### src/rtl/regfile_pkg.sv
// Shared register-file definitions used by decode, write-back mux and the register file.
package regfile_pkg;
    localparam int DATA_W = 16;
    localparam int ADDR_W = 3;
    localparam int NREG   = 2 ** ADDR_W;

    typedef logic [DATA_W-1:0] reg_data_t;
    typedef logic [ADDR_W-1:0] reg_addr_t;

    localparam reg_addr_t ZERO_REG = 3'd0;

    function automatic logic is_zero_reg(input reg_addr_t addr);
        return addr == ZERO_REG;
    endfunction
endpackage

### src/rtl/regfile_scoreboard.sv
// Pending-write scoreboard: one busy bit per register, set on issue, cleared on write-back.
// Optional REGFILE_BYPASS_EN hides busy for a register being written this cycle.
module regfile_scoreboard
    import regfile_pkg::*;
#(
    parameter int ADDR_W = regfile_pkg::ADDR_W
) (
    input  logic              clk,
    input  logic              rst_n,
    input  logic              we,
    input  logic [ADDR_W-1:0] waddr,
    input  logic              issue,
    input  logic [ADDR_W-1:0] issue_addr,
    input  logic [ADDR_W-1:0] raddr_a,
    input  logic [ADDR_W-1:0] raddr_b,
    input  logic              ren_a,
    input  logic              ren_b,
    output logic              busy_a,
    output logic              busy_b,
    output logic              stall
);
    localparam int NUM_REG = 2 ** ADDR_W;

    logic [NUM_REG-1:0] busy_r;
    logic               wr_hit_s;
    logic               iss_hit_s;
    logic               busy_a_s;
    logic               busy_b_s;

    assign wr_hit_s  = we && (waddr != ADDR_W'(ZERO_REG));
    assign iss_hit_s = issue && (issue_addr != ADDR_W'(ZERO_REG));

    // Busy vector update; the issue assignment comes last so a same-edge set beats the clear.
    always_ff @(posedge clk or negedge rst_n) begin
        if (!rst_n) begin
            busy_r <= {NUM_REG{1'b0}};
        end else begin
            if (wr_hit_s) begin
                busy_r[waddr] <= 1'b0;
            end
            if (iss_hit_s) begin
                busy_r[issue_addr] <= 1'b1;
            end
        end
    end

    // Per-port busy lookup, optionally masked by a same-cycle write-back to that register.
    always_comb begin
        busy_a_s = busy_r[raddr_a];
        busy_b_s = busy_r[raddr_b];
`ifdef REGFILE_BYPASS_EN
        if (rst_n && wr_hit_s && (raddr_a == waddr) && !(iss_hit_s && (issue_addr == waddr))) begin
            busy_a_s = 1'b0;
        end else begin
            busy_a_s = busy_r[raddr_a];
        end
        if (rst_n && wr_hit_s && (raddr_b == waddr) && !(iss_hit_s && (issue_addr == waddr))) begin
            busy_b_s = 1'b0;
        end else begin
            busy_b_s = busy_r[raddr_b];
        end
`endif
    end

    assign busy_a = busy_a_s;
    assign busy_b = busy_b_s;
    assign stall  = (ren_a && busy_a_s) || (ren_b && busy_b_s);
endmodule

### src/rtl/register_file.sv
// Eight-entry register file with r0 tied to zero, two combinational read ports and a scoreboard.
// Define REGFILE_BYPASS_EN to forward the write-back word to matching read ports in the same cycle.
module register_file
    import regfile_pkg::*;
#(
    parameter int DATA_W = regfile_pkg::DATA_W,
    parameter int ADDR_W = regfile_pkg::ADDR_W
) (
    input  logic              clk,
    input  logic              rst_n,
    input  logic              we,
    input  logic [ADDR_W-1:0] waddr,
    input  logic [DATA_W-1:0] wdata,
    input  logic [ADDR_W-1:0] raddr_a,
    input  logic [ADDR_W-1:0] raddr_b,
    input  logic              ren_a,
    input  logic              ren_b,
    output logic [DATA_W-1:0] rdata_a,
    output logic [DATA_W-1:0] rdata_b,
    input  logic              issue,
    input  logic [ADDR_W-1:0] issue_addr,
    output logic              busy_a,
    output logic              busy_b,
    output logic              stall
);
    localparam int NUM_REG = 2 ** ADDR_W;

    logic [DATA_W-1:0] regs_r [NUM_REG];
    logic [DATA_W-1:0] rd_a_s;
    logic [DATA_W-1:0] rd_b_s;
    logic              wr_hit_s;

    assign wr_hit_s = we && (waddr != ADDR_W'(ZERO_REG));

    // Storage array; entry 0 is only ever loaded with zero so r0 reads back as 0.
    always_ff @(posedge clk or negedge rst_n) begin
        if (!rst_n) begin
            for (int i = 0; i < NUM_REG; i++) begin
                regs_r[i] <= {DATA_W{1'b0}};
            end
        end else begin
            if (wr_hit_s) begin
                regs_r[waddr] <= wdata;
            end
        end
    end

    // Read muxes; bypass is gated by rst_n so outputs stay zero throughout reset.
    always_comb begin
        rd_a_s = regs_r[raddr_a];
        rd_b_s = regs_r[raddr_b];
`ifdef REGFILE_BYPASS_EN
        if (rst_n && wr_hit_s && (raddr_a == waddr)) begin
            rd_a_s = wdata;
        end else begin
            rd_a_s = regs_r[raddr_a];
        end
        if (rst_n && wr_hit_s && (raddr_b == waddr)) begin
            rd_b_s = wdata;
        end else begin
            rd_b_s = regs_r[raddr_b];
        end
`endif
    end

    assign rdata_a = rd_a_s;
    assign rdata_b = rd_b_s;

    regfile_scoreboard #(
        .ADDR_W(ADDR_W)
    ) u_scoreboard (
        .clk       (clk),
        .rst_n     (rst_n),
        .we        (we),
        .waddr     (waddr),
        .issue     (issue),
        .issue_addr(issue_addr),
        .raddr_a   (raddr_a),
        .raddr_b   (raddr_b),
        .ren_a     (ren_a),
        .ren_b     (ren_b),
        .busy_a    (busy_a),
        .busy_b    (busy_b),
        .stall     (stall)
    );
endmodule

### config.mk
export PLATFORM = sky130hd
export DESIGN_NAME = register_file
export DESIGN_NICKNAME = d
export VERILOG_FILES = /design/src/rtl/regfile_pkg.sv /design/src/rtl/regfile_scoreboard.sv /design/src/rtl/register_file.sv
export SDC_FILE = /design/constraint.sdc
export NUM_CORES = 1
export LEC_CHECK = 0
export ABC_CLOCK_PERIOD_IN_PS = 1800
export BUFFER_PORTS_ARGS = -buffer_cell sky130_fd_sc_hd__buf_4
export CAP_MARGIN = 20
export CORE_MARGIN = 2
export CORE_UTILIZATION = 30
export CTS_CLUSTER_DIAMETER = 200
export DETAILED_ROUTE_END_ITERATION = 16
export SYNTH_ARGS = -nofsm -noshare
export SYNTH_HDL_FRONTEND = slang
export SYNTH_HIERARCHICAL = 1
export SYNTH_SLANG_ARGS = --single-unit
### constraint.sdc
create_clock -name clk -period 1.8 [get_ports clk]
set_input_delay 0.18 -clock clk [delete_from_list [all_inputs] [get_ports clk]]
set_output_delay 0.18 -clock clk [all_outputs]
set_load 0.01 [all_outputs]
=== Word level (Yosys, flattened, before mapping) ===
Cells that the tools add are included.

* Magnitude comparators: 10
* Mux-type cells: 19
* Bitwise gates (word level): 6
* Reduce and logical (&&, ||, !) cells: 10

{| class="wikitable"
|+ Operators with widths
! operator !! count
|-
| $bwmux W128 || 1
|-
| $bmux W16 S3 || 2
|-
| $mux W16 || 5
|-
| $demux W16 S3 || 1
|-
| $lt A3 B4 Y1 const B || 4
|-
| $mux W8 || 2
|-
| $ge A4 B4 Y1 const B || 3
|-
| $not A3 Y4 || 3
|-
| $and A8 B8 Y8 || 1
|-
| $not A8 Y8 || 1
|-
| $or A8 B8 Y8 || 1
|-
| $logic_and A1 B1 Y1 || 7
|-
| $bmux W1 S3 || 2
|-
| $demux W1 S3 || 2
|-
| $ge A3 B1 Y1 const B || 2
|-
| $reduce_bool A3 Y1 || 2
|-
| $lt A4 B1 Y1 const B || 1
|-
| $mux W1 || 4
|-
| $logic_or A1 B1 Y1 || 1
|}

* Register bits after elaboration: 136
* Input port bits: 34
* Output and inout port bits: 35
* Logic and storage cells: 54

=== Depth between registers and ports, before layout ===
* Word-level depth: 9
* Depth in mapped cells: 5

=== Cells and area by module ===
Netlist, hierarchy kept.

{| class="wikitable"
|+ By module, submodules not included
! module !! times used !! cells an instance !! area each (um^2)
|-
| register_file || 1 || 391 || 6904.1
|-
| regfile_scoreboard || 1 || 41 || 465.4
|}

=== Least setup slack after synthesis ===
OpenSTA, ideal clock, no wires.

* Path kind: flip-flop to output port
* From: reg u_scoreboard.busy_r[1]
* To: out stall
* Arrival time: 1.415 ns
* Data required time: 1.620 ns
* Path slack: 0.205 ns
* Stages on the path, launching flop included: 4
* Path buffers: 0
* Path through: dfrtp_1 -> mux4_1 -> mux2_2 -> a22o_1

* Longest elaborated chain between the ends: 4

{| class="wikitable"
|+ Ends and longest elaborated chain
! item !! RTL line !! text
|-
| from (decl) || regfile_scoreboard.sv:24 || <nowiki>logic [NUM_REG-1:0] busy_r;</nowiki>
|-
| from (signal assigned) || regfile_scoreboard.sv:36 || <nowiki>busy_r <= {NUM_REG{1'b0}};</nowiki>
|-
| $bmux W1 S3 || regfile_scoreboard.sv:49 || <nowiki>busy_a_s = busy_r[raddr_a];</nowiki>
|-
| $mux W1 (implied by the code) || regfile_scoreboard.sv:49 ||
|-
| named net busy_a || register_file.sv:22 || <nowiki>output logic busy_a,</nowiki>
|-
| $logic_and A1 B1 Y1 || regfile_scoreboard.sv:67 || <nowiki>assign stall = (ren_a && busy_a_s) || (ren_b && busy_b_s);</nowiki>
|-
| $logic_or A1 B1 Y1 || regfile_scoreboard.sv:67 ||
|-
| to (decl) || register_file.sv:24 || <nowiki>output logic stall</nowiki>
|}

The timed path passes the listed nets, and every way through them passes these cells. The select of a mux whose other input is x is not followed.

=== Final worst setup path ===
* From: reg u_scoreboard.busy_r[5]
* To: out stall

* Longest elaborated chain between the ends: 4

{| class="wikitable"
|+ Ends and longest elaborated chain
! item !! RTL line
|-
| $bmux W1 S3 (on tied branches) || regfile_scoreboard.sv:49, regfile_scoreboard.sv:50
|-
| $mux W1 (on tied branches) || regfile_scoreboard.sv:49, regfile_scoreboard.sv:50
|-
| $logic_and A1 B1 Y1 || regfile_scoreboard.sv:67
|-
| $logic_or A1 B1 Y1 * || regfile_scoreboard.sv:67
|}

Mark *: on every way between the ends. The rest lies on a longest branch, timed or not. The select of a mux whose other input is x is not followed.

==> flow_summary.ini <==
[clock_network]
clk_pin_slew_worst_paths_ps = 60
htree_levels = 4
cts.sinks = 136
worstSkewPairLatency_ps = 410
numCtsBuffers = 17
cts_tree = yes
cts_buffer_depth = 2
cts_root_buf = clkbuf_16

[layout]
nNetsFinal = 542
n_antenna_cell = 0
drive_above_1_share_pct = 63.7
final_area_um2 = 9100
syn_to_final_growth_pct = 23.4

[timing]
hold_violations = 0
finalCriticalPeriod_ps = 2080
rsz0062_at_grt = true
fin_ws_ps = -277
max_freq_mhz = 481
max_slew_margin_pct = 66.8
fin_hold_ws_ps = 37.3
setup_tns_ps = -2760
setup_viol = 35
fin_skew_ps = 0
report.final.slew_viol_count = 0
finalCritPeriodShare_pct = 115
tightest_slew_ps = 498

[setup_path]
cp-start-kind = register
startpoint = u_scoreboard/busy_r[5]$_DFF_PN0_
cp_slowest_stage_delay_ps = 480
worst_ep_arrival_time_ps = 1900
r2r-end = u_scoreboard/busy_r[2]$_DFF_PN0_
cp_slowest_cell = mux4_2
worstPathMaxFanout = 3
endpoint = stall
rr_worst_depth = 3
cp.required_ps = 1620
crit_type = register to output pin
reg2reg_setup_slack_ps = 560
cp_cell_sequence = mux4_2 -> mux2_4 -> a22o_1 -> buf_6
r2r-start = u_scoreboard/busy_r[2]$_DFF_PN0_
setup.worst_path.end_class = output pin

[logic_synthesis]
yosysUniqueCellTypes = 21
synth.most_common_cell = dfrtp_1
synth_top_area_cell = dfrtp_1
ys_seq_elements = 136
synth_edf_count = 0
yosysSeqAreaShare_pct = 46.2
synth_area_leaders = dfrtp_1 (46%), mux4_1 (24%), mux2_2 (19%), mux2_1 (3.5%), buf_6 (1.7%)
synth_area_um2 = 7370
async_reset_ff_share_pct = 100
synth_fp_nets = 466
synth_cells = 432
netlist_top_cells_count = dfrtp_1 (136), mux2_2 (123), mux4_1 (66)
yosys_warnings = 6
ys.flop_type = dfrtp_1
avgSynthCellArea_um2 = 17.1
synth_top_area_share_pct = 46.2

[floorplanning]
core_um2 = 24200
initial_core_util_pct = 30.4
die-width_um = 161
die_h_um = 161
die_area_um2 = 25800
ios = 69
rows = 57

[detailed_routing]
num_vias = 4188
wl_met2_mm = 9.57
met3_length_um = 519
wl_per_cell_um = 21.4
highest-signal-layer = met4
drc_errors = 0
vias_per_cell = 4.96
wl_met1_mm = 7.78
antenna_left = 0
firstDrtPassIters = 4
wl_mm = 18.1
drt_iter0_markers = 195

[pwr]
ir_drop_mv = 0.497
leakagePower_nw = 3.91
power_density_nw_per_um2 = 1130

[grt]
grt_pass1_vias = 4839
grt-ovfl-total = 0
grt_pass1_wl_mm = 28.5
antenna_found_initial = 0
track_usage_pct = 14.7
grt_max_degree = 57

[placement]
placed_area_um2 = 8350
portBuffers = 68
hpwl_mm = 11.8
gp_congestion = 0.696

[run]
cap_violations = 0

[min_path]
min_path_type = input pin to register
worstHoldStart = wdata[5]

[status]
outcome = complete, but fails checks
violations = negative setup slack
-- timing repair --
action / CTS / global route
hold endpoints to repair: 35 / 0
hold buffers: 3 / 0
setup endpoints to repair: 35 / 35
pin swaps: 1 / 0
setup buffers: 11 / 2
gates resized for setup: 133 / 2
-- registers in the layout, summed over array words and instances, names as in the netlist --
name / count
u_scoreboard/busy_r: 8
regs_r: 128
-- per-layer routing --
metal  global-route usage [%]  vias to the layer above
li1                         -                     1821
met1                     18.2                     2278
met2                     25.9                       73
met3                     3.31                       16
met4                     4.10                        0
met5                        0                        -
-- where the power goes --
group          switching [mW]  internal, mW
Sequential              0.460          3.65
Combinational           0.912          1.76
Clock                    1.24          2.29
-- how the worst min path moves through the flow --
stage                                          to  slack (ps)  depth (start not counted)
after floorplan             regs_r[0]$_DFFE_PN0P_        -120                          0
after detailed placement   regs_r[10]$_DFFE_PN0P_         180                          1
final                      regs_r[85]$_DFFE_PN0P_          40                          2
after CTS                  regs_r[57]$_DFFE_PN0P_          30                          2
after global routing      regs_r[110]$_DFFE_PN0P_          40                          2
after global placement     regs_r[26]$_DFFE_PN0P_         170                          1
-- critical path: cells and delay by family, from the launching register on --
family | cells | cell delay, ps
AO/OA/AOI/OAI | 1 | 220
multiplexers | 2 | 770
buffers and inverters | 1 | 120
flip-flops | 1 | 390
-- cells by family after synthesis --
family / Yosys count / synth area share [%]
buffers and inverters: 50 / 3.96
AO/OA/AOI/OAI: 15 / 1.14
multiplexers: 214 / 46.5
AND/OR/NAND/NOR: 17 / 2.28
flip-flops: 136 / 46.2
-- stage by stage --
stage,setup slack (ps),cells,util [%],power [mW]
floorplan,205,432,-,5.41
global route,-331,844,37.5,10.8
finish,-277,844,37.5,10.3
detailed placement,23.4,797,34.4,6.38
CTS,-299,842,37.5,10.4
global placement,36.7,797,34.4,6.22
-- cells in the final DEF (no fill, tap or decap) --
master	netlist	layout
buf_6	11	35
clkinvlp_4	0	1
clkbuf_8	0	7
mux2_2	123	89
o31ai_1	2	2
nand2_1	3	3
clkbuf_1	18	1
nand4b_4	3	3
mux2_1	23	23
clkinv_4	0	1
buf_4	2	57
clkinv_2	0	2
buf_12	0	11
nand3_1	1	1
bufinv_16	0	2
nand2b_1	6	6
clkbuf_16	0	17
nor4bb_4	0	3
mux2_4	0	34
inv_1	1	1
mux4_2	2	68
nand4_2	1	1
dlygate4sd3_1	0	3
a22o_1	1	1
o21ai_0	12	12
dfrtp_1	136	136
-- layout make-up --
class	instances	area (um2)
well taps	324	405
multi-input cells	246	3600
flip-flops and latches	136	3400
inverters	1	3.75
clock inverters	6	86.3
fillers	2311	15200
repair buffers	106	1070
clock buffers	25	526
(Power assumes the default switching activity.)
